## src/rtl/video_pkg.sv

```systemverilog
// Shared types and constants for the test-pattern video stream source.
// Holds the FSM/op encodings, pattern selects and the colour-bar table.
package video_pkg;

    typedef enum logic [1:0] {
        ST_IDLE   = 2'd0,
        ST_ACTIVE = 2'd1,
        ST_LGAP   = 2'd2,
        ST_FGAP   = 2'd3
    } state_t;

    // What an accepted beat in ACTIVE does to the raster position
    typedef enum logic [1:0] {
        OP_HOLD      = 2'd0,
        OP_NEXT_PIX  = 2'd1,
        OP_NEXT_LINE = 2'd2,
        OP_END_FRAME = 2'd3
    } op_t;

    localparam logic [7:0] CMODE_ON  = 8'hFF;
    localparam logic [7:0] CMODE_OFF = 8'h00;

    localparam logic [1:0] PAT_SOLID    = 2'd0;
    localparam logic [1:0] PAT_GRADIENT = 2'd1;
    localparam logic [1:0] PAT_BARS     = 2'd2;
    localparam logic [1:0] PAT_CHECKER  = 2'd3;

    // Entries are {B,G,R}; index 0 is the leftmost bar
    localparam logic [0:7][23:0] BAR_TABLE = {
        {CMODE_ON,  CMODE_ON,  CMODE_ON },
        {CMODE_OFF, CMODE_ON,  CMODE_ON },
        {CMODE_ON,  CMODE_ON,  CMODE_OFF},
        {CMODE_OFF, CMODE_ON,  CMODE_OFF},
        {CMODE_ON,  CMODE_OFF, CMODE_ON },
        {CMODE_OFF, CMODE_OFF, CMODE_ON },
        {CMODE_ON,  CMODE_OFF, CMODE_OFF},
        {CMODE_OFF, CMODE_OFF, CMODE_OFF}
    };

    function automatic logic [11:0] clamp12(input logic [11:0] v, input logic [11:0] lim);
        return (v > lim) ? lim : v;
    endfunction

endpackage

```

## src/rtl/video_pattern_gen.sv

```systemverilog
// Combinational test-pattern pixel generator, output format 0x00BBGGRR.
module video_pattern_gen
    import video_pkg::*;
(
    input  logic [11:0] x,
    input  logic [11:0] y,
    input  logic [1:0]  mode,
    input  logic [23:0] color,
    output logic [31:0] pixel
);

    // Only the low coordinate bits shape any pattern
    logic unused_bits;
    assign unused_bits = ^{x[11:8], y[11:5], y[3:0]};

    always_comb begin
        pixel = 32'h0;
        case (mode)
            PAT_SOLID:    pixel = {8'h00, color};
            PAT_GRADIENT: pixel = {8'h00, x[7:0], x[7:0], x[7:0]};
            PAT_BARS:     pixel = {8'h00, BAR_TABLE[x[7:5]]};
            PAT_CHECKER:  pixel = (x[4] ^ y[4]) ? 32'h00FF_FFFF : 32'h0;
            default:      pixel = 32'h0;
        endcase
    end

endmodule

```

## src/rtl/video_stream_source.sv

```systemverilog
// Frame-synchronous AXI4-Stream test-pattern source (tuser = SOF, tlast = EOL).
//   state  | meaning
//   IDLE   | waiting for enable with a nonzero frame size
//   ACTIVE | presenting beats of the current frame
//   LGAP   | tvalid low for LINE_GAP cycles between lines
//   FGAP   | tvalid low for FRAME_GAP cycles after the last beat
module video_stream_source
    import video_pkg::*;
#(
    parameter int MAX_WIDTH  = 1280,
    parameter int MAX_HEIGHT = 1024,
    parameter int LINE_GAP   = 0,
    parameter int FRAME_GAP  = 16
) (
    input  logic        m_axis_vid_aclk,
    input  logic        areset,
    input  logic        enable,
    input  logic [11:0] frame_width,
    input  logic [11:0] frame_height,
    input  logic [1:0]  pattern_mode,
    input  logic [23:0] solid_color,
    output logic [31:0] m_axis_vid_tdata,
    output logic        m_axis_vid_tvalid,
    input  logic        m_axis_vid_tready,
    output logic        m_axis_vid_tlast,
    output logic        m_axis_vid_tuser,
    output logic        frame_done,
    output logic [15:0] frame_count,
    output logic        busy
);

    localparam logic [11:0] MAX_W     = 12'(MAX_WIDTH);
    localparam logic [11:0] MAX_H     = 12'(MAX_HEIGHT);
    localparam logic [15:0] LGAP_INIT = (LINE_GAP  > 0) ? 16'(LINE_GAP  - 1) : 16'd0;
    localparam logic [15:0] FGAP_INIT = (FRAME_GAP > 0) ? 16'(FRAME_GAP - 1) : 16'd0;

    state_t      state, state_nx;
    op_t         op;
    logic [11:0] x, y, x_nx, y_nx;
    logic [11:0] w_lat, h_lat, w_cfg, h_cfg, w_use;
    logic [1:0]  mode_lat, pg_mode;
    logic [23:0] color_lat, pg_color;
    logic [15:0] gap_cnt, gap_nx;
    logic [31:0] pixel;
    logic        valid_nx, done_nx, load, start;
    logic        tlast_nx, tuser_nx;

    assign w_cfg = clamp12(frame_width,  MAX_W);
    assign h_cfg = clamp12(frame_height, MAX_H);

    always_comb begin
        op = OP_HOLD;
        if (state == ST_ACTIVE && m_axis_vid_tvalid && m_axis_vid_tready) begin
            if (x != w_lat - 12'd1)
                op = OP_NEXT_PIX;
            else if (y != h_lat - 12'd1)
                op = OP_NEXT_LINE;
            else
                op = OP_END_FRAME;
        end
    end

    always_comb begin
        state_nx = state;
        x_nx     = x;
        y_nx     = y;
        gap_nx   = gap_cnt;
        valid_nx = m_axis_vid_tvalid;
        done_nx  = 1'b0;
        load     = 1'b0;
        start    = 1'b0;
        case (state)
            ST_IDLE: begin
                if (enable && w_cfg != 12'd0 && h_cfg != 12'd0) begin
                    start    = 1'b1;
                    x_nx     = 12'd0;
                    y_nx     = 12'd0;
                    load     = 1'b1;
                    valid_nx = 1'b1;
                    state_nx = ST_ACTIVE;
                end
            end
            ST_ACTIVE: begin
                case (op)
                    OP_NEXT_PIX: begin
                        x_nx = x + 12'd1;
                        load = 1'b1;
                    end
                    OP_NEXT_LINE: begin
                        x_nx = 12'd0;
                        y_nx = y + 12'd1;
                        if (LINE_GAP > 0) begin
                            valid_nx = 1'b0;
                            gap_nx   = LGAP_INIT;
                            state_nx = ST_LGAP;
                        end else begin
                            load = 1'b1;
                        end
                    end
                    OP_END_FRAME: begin
                        valid_nx = 1'b0;
                        done_nx  = 1'b1;
                        if (FRAME_GAP > 0) begin
                            gap_nx   = FGAP_INIT;
                            state_nx = ST_FGAP;
                        end else begin
                            state_nx = ST_IDLE;
                        end
                    end
                    default: ;
                endcase
            end
            ST_LGAP: begin
                if (gap_cnt == 16'd0) begin
                    load     = 1'b1;
                    valid_nx = 1'b1;
                    state_nx = ST_ACTIVE;
                end else begin
                    gap_nx = gap_cnt - 16'd1;
                end
            end
            ST_FGAP: begin
                if (gap_cnt == 16'd0)
                    state_nx = ST_IDLE;
                else
                    gap_nx = gap_cnt - 16'd1;
            end
            default: state_nx = ST_IDLE;
        endcase
    end

    // The first beat of a frame must use the live configuration, not the stale latch
    always_comb begin
        pg_mode  = start ? pattern_mode : mode_lat;
        pg_color = start ? solid_color  : color_lat;
        w_use    = start ? w_cfg        : w_lat;
        tlast_nx = (x_nx == w_use - 12'd1);
        tuser_nx = (x_nx == 12'd0) && (y_nx == 12'd0);
    end

    video_pattern_gen u_pattern (
        .x     (x_nx),
        .y     (y_nx),
        .mode  (pg_mode),
        .color (pg_color),
        .pixel (pixel)
    );

    always_ff @(posedge m_axis_vid_aclk) begin
        if (areset) begin
            state             <= ST_IDLE;
            x                 <= 12'd0;
            y                 <= 12'd0;
            gap_cnt           <= 16'd0;
            w_lat             <= 12'd0;
            h_lat             <= 12'd0;
            mode_lat          <= PAT_SOLID;
            color_lat         <= 24'd0;
            m_axis_vid_tdata  <= 32'd0;
            m_axis_vid_tvalid <= 1'b0;
            m_axis_vid_tlast  <= 1'b0;
            m_axis_vid_tuser  <= 1'b0;
            frame_done        <= 1'b0;
            frame_count       <= 16'd0;
            busy              <= 1'b0;
        end else begin
            state             <= state_nx;
            x                 <= x_nx;
            y                 <= y_nx;
            gap_cnt           <= gap_nx;
            m_axis_vid_tvalid <= valid_nx;
            frame_done        <= done_nx;
            busy              <= (state_nx != ST_IDLE);
            if (done_nx)
                frame_count <= frame_count + 16'd1;
            if (start) begin
                w_lat     <= w_cfg;
                h_lat     <= h_cfg;
                mode_lat  <= pattern_mode;
                color_lat <= solid_color;
            end
            if (load) begin
                m_axis_vid_tdata <= pixel;
                m_axis_vid_tlast <= tlast_nx;
                m_axis_vid_tuser <= tuser_nx;
            end
        end
    end

endmodule

```

## config.mk

```make
export PLATFORM = sky130hd
export DESIGN_NAME = video_stream_source
export DESIGN_NICKNAME = d
export VERILOG_FILES = /design/src/rtl/video_pkg.sv /design/src/rtl/video_pattern_gen.sv /design/src/rtl/video_stream_source.sv
export SDC_FILE = /design/constraint.sdc
export NUM_CORES = 1
export LEC_CHECK = 0
export ABC_AREA = 1
export BUFFER_PORTS_ARGS = -buffer_cell sky130_fd_sc_hd__buf_2
export CAP_MARGIN = 20
export CORE_MARGIN = 2
export CORE_UTILIZATION = 50
export DETAILED_ROUTE_END_ITERATION = 16
export PLACE_DENSITY = 0.7
export SLEW_MARGIN = 20
export SYNTH_ARGS = -nofsm -noshare
export SYNTH_HDL_FRONTEND = slang
export SYNTH_HIERARCHICAL = 1
export SYNTH_SLANG_ARGS = --single-unit
export TNS_END_PERCENT = 1
```

## constraint.sdc

```tcl
create_clock -name m_axis_vid_aclk -period 4.2 [get_ports m_axis_vid_aclk]
set_clock_uncertainty 0.1 [all_clocks]
set_input_delay 0 -clock m_axis_vid_aclk [delete_from_list [all_inputs] [get_ports m_axis_vid_aclk]]
set_output_delay 0 -clock m_axis_vid_aclk [all_outputs]
set_load 0.005 [all_outputs]
```

* Word level (Yosys, flattened, before mapping)
Memories as Yosys holds them, arrays and structs flattened. Index checks and enable logic that the tools add are counted.
Cells by class: eq/ne operators 16, $add $sub $neg 7, order comparisons 3, mux-type cells 37, reduce and logical (&&, ||, !) cells 19, bitwise operators 2
Operators with widths (number):
- 32-bit one-hot mux with 4 select lines | 1
- 24-bit two-way mux | 4
- 12-bit two-way mux | 6
- 12-bit one-hot mux with 2 select lines | 3
- 12-bit by 1-bit subtractor with 12-bit output (second input constant) | 3
- 16-bit two-way mux | 2
- 16-bit one-hot mux with 2 select lines | 1
- 12-bit by 1-bit adder with 12-bit output (second input constant) | 2
- 12-bit by 11-bit > comparator with 1-bit output (second input constant) | 2
- 12-bit zero test | 2
- 12-bit != test | 2
- 12-bit nonzero test | 2
- 16-bit by 1-bit adder with 16-bit output (second input constant) | 1
- 16-bit zero test | 1
- 16-bit by 1-bit subtractor with 16-bit output (second input constant) | 1
- 2-bit two-way mux | 7
- 12-bit equality test | 1
- 2-bit equality test (second input constant) | 6
- 1-bit two-way mux | 10
- 2-bit one-hot mux with 4 select lines | 1
- 2-bit by 1-bit equality test with 1-bit output (second input constant) | 3
- 2-bit != test (second input constant) | 3
- 1-bit one-hot mux with 3 select lines | 2
- 1-bit logical AND | 5
- 10 further kinds | 13
Storage, ports and cells: word-level logic and storage cells 100, memories 1, register bits 145, bits of input ports 54, memory bits (read-only) 192, output and inout bits 53
Memories:
- (name not given) | words 8, bits a word 24, rd ports 1, clocked after memory_dff 0, wr ports 0, line video_pattern_gen.sv:21 | PAT_BARS: pixel = {8'h00, BAR_TABLE[x[7:5]]};

* Depth between registers and ports, before layout
Gate-level depths: netlist of the first run.
depth after elaboration 13, gate-level depth with buffers 30, mapped depth without buffers 30

* By module
The synthesis of the first run kept the hierarchy.
Modules (own cells, without submodules):
- video_stream_source | area an instance 8140.3 µm², sequential area each 2902.8 µm², times used 1, cells each 1233
- video_pattern_gen | area an instance 486.7 µm², sequential area each 0.0 µm², times used 1, cells each 83

* Worst setup path before layout of the first run
No wires, ideal clock.
path type register -> register, from register w_lat[0], to register m_axis_vid_tlast, period minus slack after synthesis 3.805 ns, cell stages (with the launch flop) 27, buffers on the path 0, path slack 0.395 ns, data arrival time 3.634 ns, required time 4.030 ns, cell sequence dfxtp_1 inv_1 ha_1 nand2_1 inv_1 nand3_1 nor3_1 xor2_1 nor2_1 nor4_1 nand4_1 nor3_1 a21oi_1 ha_1 inv_1 nor3_1 nand4_1 nor2_1 nand4_1 o21ai_0 nand2_1 nand2_1 nand2_1 xor2_1 nor2_1 nand3_1 a21oi_1
On the way: longest elaborated chain between the ends 8
RTL lines:
- start: declaration | line video_stream_source.sv:40 | logic [11:0] w_lat, h_lat, w_cfg, h_cfg, w_use;
- start signal: assignment | line video_stream_source.sv:177 | w_lat <= w_cfg;
- 12-bit by 1-bit subtractor with 12-bit output * | line video_stream_source.sv:54 | if (x != w_lat - 12'd1)
- 12-bit != test * | line video_stream_source.sv:54
- 2-bit two-way mux * | line video_stream_source.sv:54
- 2-bit two-way mux * | line video_stream_source.sv:53 | if (state == ST_ACTIVE && m_axis_vid_tvalid && m_axis_vid_tready) begin
- 2-bit equality test or 2-bit by 1-bit equality test with 1-bit output (tied branches) | line video_stream_source.sv:84 | case (op)
- 12-bit one-hot mux with 2 select lines * | line video_stream_source.sv:84
- 12-bit one-hot mux with 2 select lines * | line video_stream_source.sv:72 | case (state)
- via x_nx[10] | line video_stream_source.sv:39 | logic [11:0] x, y, x_nx, y_nx;
- 12-bit equality test * | line video_stream_source.sv:137 | tlast_nx = (x_nx == w_use - 12'd1);
- end signal: assignment | line video_stream_source.sv:184 | m_axis_vid_tlast <= tlast_nx;
- end: declaration | line video_stream_source.sv:25 | output logic m_axis_vid_tlast,
The timed path passes the listed nets; every way through them passes the cells marked *. A chain may end at the register's enable or synchronous reset.

* Worst setup path after layout of the first run
from register w_lat[1], to register m_axis_vid_tuser
On the way: longest elaborated chain between the ends 9
RTL lines:
- 12-bit by 1-bit subtractor with 12-bit output * | line video_stream_source.sv:54
- 12-bit != test * | line video_stream_source.sv:54
- 2-bit two-way mux * | line video_stream_source.sv:54
- 2-bit two-way mux * | line video_stream_source.sv:53
- 2-bit equality test or 2-bit by 1-bit equality test with 1-bit output (tied branches) | line video_stream_source.sv:84
- 12-bit one-hot mux with 2 select lines or 12-bit two-way mux (tied branches) | line video_stream_source.sv:84
- 12-bit one-hot mux with 2 select lines | line video_stream_source.sv:72
- 12-bit zero test | line video_stream_source.sv:138 | tuser_nx = (x_nx == 12'd0) && (y_nx == 12'd0);
- 1-bit logical AND | line video_stream_source.sv:138
- end signal: assignment | line video_stream_source.sv:185 | m_axis_vid_tuser <= tuser_nx;
- end: declaration | line video_stream_source.sv:26 | output logic m_axis_vid_tuser,
Every way passes the cells marked *; elsewhere a longest branch is shown, timed or not.

==> reports/qor.csv, run 1 <==
metric,value,unit
outcome,finished clean,
max_stage_delay,330,ps
crit_family,simple AND/OR/NAND/NOR gates,
worst_slack,12.3,ps
grt_setup_unrepaired,yes,
number_of_global_route_vias_before_repair,8128,
share_seq_of_total_power,0.384,
htree_levels,4,
p_leak,5.33,nW
regToRegSetupSlack,10,ps
arrival_time_at_the_worst_endpoint,4440,ps
final_replace_weighted_congestion,0.940,
internal_power_component,2.66,mW
cp_max_fo,5,
report.final.hold_viol_count,0,
final_total_power,3.86,mW
fillCellCount,1516,
route.antenna.remaining_nets,0,
netlist_instances,1315,
place.detailed.hpwl,17100,um
final_core_utilization,0.633,
multiInputGateArea,4940,sq um
post_drt_via_cell_ratio,5.17,
gr-usage-all-layers,0.267,
antennaDiodeCount,0,
global_route.usage.met3,0.0494,
critPathLaunchType,flip-flop,
drv_slew,0,
grt.met2_usage,0.462,
area.sequential,2910,sq um
post_drt_wl_per_cell,14.3,um
crit_path_category,flip-flop to flip-flop,
worstMarginPinSlew,799,ps
layout_min_cycle_time,4190,ps
post-route-drc-count,0,
wirelength_routed,24400,um
clk_pin_slew_worst_paths,70,ps
share_of_final_layout_standard_cells_stronger_than_drive_strength_1,0.205,
die_width,135,um
synth-warning-count,6,
floorplan.core_area,17100,sq um
drtPass1Iterations,5,
switching_share,0.309,
wire_length_of_the_first_global_routing_pass,39000,um
maxSlewHeadroom,0.467,
grt.busiest_layer,met2,
flow.area_growth_from_synthesis,25.3,%
rows,48,
final.period_utilization,0.997,
worstSkewPairLatency,430,ps
clk_root_buffer_cell,clkbuf_16,
layout.nets,1539,
syn-mean-instance-area,6.56,sq um
power_per_cell_area,357,nW/um^2
detail_route.iter0.violations,672,
timing.setup.tns,0,ps
maximum_number_of_pins_on_one_net_before_global_route_repair,70,
die-area,18300,sq um
vdd_ir_drop_max,0.316,mV
cts_inserted_buffers,17,
synth_area,8620,sq um
met1_usage,0.331,
netSwitchingPower,1.19,mW
hold_path_class,input pin to flip-flop,
pre_cts_setup_slack,-153,ps
power_frac_comb,0.194,
clock_tree_from_tritoncts,done,
die_h,135,um
grt.overflow.total,0,
antenna_found_initial,0,
crit_slowest_cell,dfxtp_2,
numClockSinks,145,
cts_buffer_depth,2,
initial_utilization,0.506,
maxCapViolations,0,
power_frac_clock,0.422,
timing.final.setup_violations,0,
crit_path_end_kind,flip-flop,
worst_path_most_repeated_cell,inv_2,
io_pins,107,
maximum_clock_frequency,0.239,GHz
worstPathRequired,4460,ps
port-buffer-count,106,
vias,8849,
critical_path.n_buffers_inverters,4,
## per-stage QoR
step	cell area, sq um	cells	hold slack, ps
after global routing	10800	1713	57.3
after global placement	9380	1628	166
after detailed placement	9380	1628	171
after floorplan	8650	1322	43.0
after CTS	10500	1704	3.06
final	10800	1713	7.60
## cell usage in the layout, fill, tap and decap left out, types with 7 or more instances in the layout
master and instances:
inv_2 13, nand3_1 64, xnor2_1 7, inv_1 193, or2_2 33, a21oi_1 72, nor2_2 16, buf_4 38
dlygate4sd3_1 44, nand3_2 8, o21ai_0 69, dfxtp_1 143, nor3_1 20, a211oi_1 33, buf_2 106, nand2_2 15
nand4_1 55, xor2_1 29, conb_1 8, clkbuf_16 17, nand2_1 232, nor2_1 168, o21ai_1 9
## timing repair
action,CTS,global route
pin swaps,1,29
hold buffers,44,0
buffers inserted,0,9
endpoints found under the setup margin,26,53
gates resized for setup,10,69
hold endpoints to repair,42,0
## final timing paths
| path | from | end | depth (start not counted) |
|---|---|---|---|
| max reg2reg | w_lat[1] | m_axis_vid_tuser | 29 |
| min | frame_width[3] | w_lat[3] | 5 |
| min reg2reg | h_lat[11] | h_lat[11] | 2 |
| max | w_lat[1] | m_axis_vid_tuser | 29 |
## worst reg2reg max path, delay by kind of cell, from the launching register on
kind | cells | cell delay, ps
simple gates | 18 | 2300
compound gates | 4 | 590
flops | 1 | 330
fa+ha+maj | 2 | 310
buf+inv | 4 | 300
xor+xnor | 1 | 200
## layer usage
metal / wire [um] / vias up
met5: 0 / -
met4: 640 / 0
met3: 1120 / 47
met2: 11800 / 247
met1: 10800 / 3994
li1: - / 4561
## sequential cells by signal, indices dropped and copies added (netlist names)
| register | cells |
|---|---|
| m_axis_vid_tdata | 32 |
| state | 2 |
| busy | 1 |
| m_axis_vid_tlast | 1 |
| frame_done | 1 |
| gap_cnt | 16 |
| h_lat | 12 |
| frame_count | 16 |
| y | 12 |
| w_lat | 12 |
| m_axis_vid_tvalid | 1 |
| x | 12 |
| color_lat | 24 |
| mode_lat | 2 |
| m_axis_vid_tuser | 1 |
## final cells by class
cell class,instances,area share
well taps,225,0.0261
multi-input cells,914,0.457
clock inverters,14,0.0175
repair buffers,189,0.117
flip-flops and latches,145,0.269
clock buffers,18,0.0407
inverters,208,0.0725
## power groups by stage
| stage | registers [mW] | logic (mW) | clock network (mW) |
|---|---|---|---|
| floorplan | 1.51 | 0.497 | 0 |
| global placement | 1.51 | 0.673 | 0 |
| detailed placement | 1.51 | 0.678 | 0 |
| CTS | 1.48 | 0.718 | 1.64 |
| global route | 1.49 | 0.839 | 1.70 |
| finish | 1.48 | 0.746 | 1.63 |
(Power assumes the default switching activity.)
==> run 2, diff against run 1 <==
- PLACE_DENSITY: 0.7 -> 0.72
==> run 2 against run 1 <==
Compared with the run above: the run now ends with negative setup slack left; count of clock-buffer cells in the layout unchanged; first-iteration DRC count shrank 12%; register-to-register slack worse by 60 ps; via count increased by 1.5%; largest power group unchanged; critical endpoint is now m_axis_vid_tlast; wire length is 2.1% higher; hold slack lost 4.3 ps; die area unchanged; non-clock buffer count grew 2; sequential share of layout area shrank 0.12 points; sequential cell count unchanged; global-route usage rose by 0.56 points; power is essentially flat.
==> reports/qor.csv, run 2 (same netlist as run 1, synthesis figures left out) <==
metric,value,unit
vias,8982,
worstSetupPathDepth,26,
violations,negative setup slack,
gr-usage-all-layers,0.272,
die-area,18300,sq um
final_replace_weighted_congestion,0.933,
final_common_cell,nand2_1,
layout_min_cycle_time,4240,ps
post-route-drc-count,0,
vdd_ir_drop_max,0.289,mV
rows,48,
share_of_final_layout_standard_cells_stronger_than_drive_strength_1,0.205,
drtPass1Iterations,6,
die_width,135,um
share_seq_of_total_power,0.384,
worst_slack,-44.6,ps
hold_path_class,input pin to flip-flop,
maxSlewHeadroom,0.107,
largest_registers,"m_axis_vid_tdata x32, color_lat x24",
largest-register,m_axis_vid_tdata,
fin_worst_hold_slack,3.31,ps
drv_slew,0,
p_leak,5.36,nW
crit_path_category,flip-flop to flip-flop,
initial_utilization,0.506,
arrival_time_at_the_worst_endpoint,4420,ps
clk_pin_slew_worst_paths,70,ps
multiInputGateArea,4980,sq um
power_frac_comb,0.199,
timing.final.setup_violations,2,
max_stage_delay,370,ps
switching_share,0.299,
timing.setup.tns,-85.5,ps
maximum_number_of_pins_on_one_net_before_global_route_repair,75,
numClockSinks,145,
detail_route.iter0.violations,594,
regToRegSetupSlack,-40,ps
crit_path_end_kind,flip-flop,
crit_slowest_cell,dfxtp_1,
critical_path.n_buffers_inverters,2,
grt.overflow.total,0,
final_cell_mix,"233 x nand2_1, 195 x inv_1, 168 x nor2_1",
htree_levels,4,
critPathLaunchType,flip-flop,
port-buffer-count,106,
max_ffs_per_register,32,
clk_root_buffer_cell,clkbuf_16,
worstSkewPairLatency,430,ps
power_frac_clock,0.417,
worstPathRequired,4380,ps
report.final.hold_viol_count,0,
maxCapViolations,0,
place.detailed.hpwl,17000,um
io_pins,107,
area.sequential,2910,sq um
worst_r2r_path_depth,26,
fillCellCount,1547,
route.antenna.remaining_nets,0,
outcome,"complete, but fails checks",
wirelength_routed,25000,um
layout.nets,1541,
clock_tree_from_tritoncts,done,
maximum_clock_frequency,0.236,GHz
number_of_global_route_vias_before_repair,8286,
die_h,135,um
internal_power_component,2.70,mW
floorplan.core_area,17100,sq um
grt_setup_unrepaired,yes,
wire_length_of_the_first_global_routing_pass,39800,um
cts_inserted_buffers,17,
netSwitchingPower,1.15,mW
power_per_cell_area,356,nW/um^2
antenna_found_initial,0,
post_drt_wl_per_cell,14.6,um
cp_max_fo,5,
flow.area_growth_from_synthesis,25.8,%
worst_hold_path.num_cells,6,
antennaDiodeCount,0,
worstMarginPinSlew,1340,ps
final.period_utilization,1.01,
cts_buffer_depth,2,
crit_family,simple AND/OR/NAND/NOR gates,
post_drt_via_cell_ratio,5.24,
run 2: changes by cell type in the layout (fill, tap and decap cells not counted), moves of 2 or more:
cell      delta
nor3_1       -2
o21ai_1      -2
inv_1        +2
buf_4        +3
inv_8        -3
nand3_2      -2
nand3_4      +2
clkinv_4     +2
run 2: worst paths after layout:
| kind | start | endpoint |
|---|---|---|
| setup / recovery | w_lat[2] | m_axis_vid_tlast |
| hold / removal | frame_height[10] | h_lat[5] |
| setup reg to reg | w_lat[2] | m_axis_vid_tlast |
| hold reg to reg | h_lat[11] | h_lat[11] |
run 2: worst register-to-register path: cells and delay by family, from the launching register on:
kind / cells / cell delay [ps]
fa+ha+maj: 1 / 310
compound gates: 4 / 440
simple gates: 17 / 2340
flops: 1 / 370
buf+inv: 2 / 130
xor+xnor: 2 / 410
run 2: stage by stage:
| stage | cell area [sq um] | total power [mW] | setup slack, ps | util | instances |
|---|---|---|---|---|---|
| after floorplan | 8650 | 2.00 | 395 | - | 1322 |
| after global placement | 9390 | 2.19 | 34.5 | 0.551 | 1629 |
| after detailed placement | 9390 | 2.19 | -137 | 0.551 | 1629 |
| after CTS | 10500 | 3.84 | 4.03 | 0.615 | 1705 |
| after global routing | 10900 | 4.06 | -435 | 0.636 | 1715 |
| final | 10900 | 3.86 | -44.6 | 0.636 | 1715 |
run 2: cell type report:
cell class,count,share of cell area
clock buffers,18,0.0396
clock inverters,14,0.0180
inverters,208,0.0720
multi-input cells,914,0.459
flip-flops and latches,145,0.268
well taps,225,0.0259
repair buffers,191,0.118
run 2: what timing repair did:
action,CTS,global route
pin swaps,0,26
hold endpoints to repair,45,0
hold buffers,44,0
setup buffers,0,10
resized for setup,10,71
endpoints found under the setup margin,30,49
run 2: per-layer routing:
metal / GRT usage / vias to the layer above / wire length, um / share of wire
li1: - / 4554 / - / -
met1: 0.347 / 4049 / 10900 / 0.44
met2: 0.450 / 317 / 11700 / 0.47
met3: 0.0572 / 62 / 1430 / 0.057
met4: 0.113 / 0 / 900 / 0.036
met5: 0 / - / 0 / 0
run 2: power by group through the flow:
stage / sequential [mW] / combinational [mW] / clock, mW
global route: 1.49 / 0.856 / 1.71
detailed placement: 1.51 / 0.682 / 0
CTS: 1.48 / 0.721 / 1.64
finish: 1.48 / 0.766 / 1.61
global placement: 1.51 / 0.676 / 0
floorplan: 1.51 / 0.497 / 0
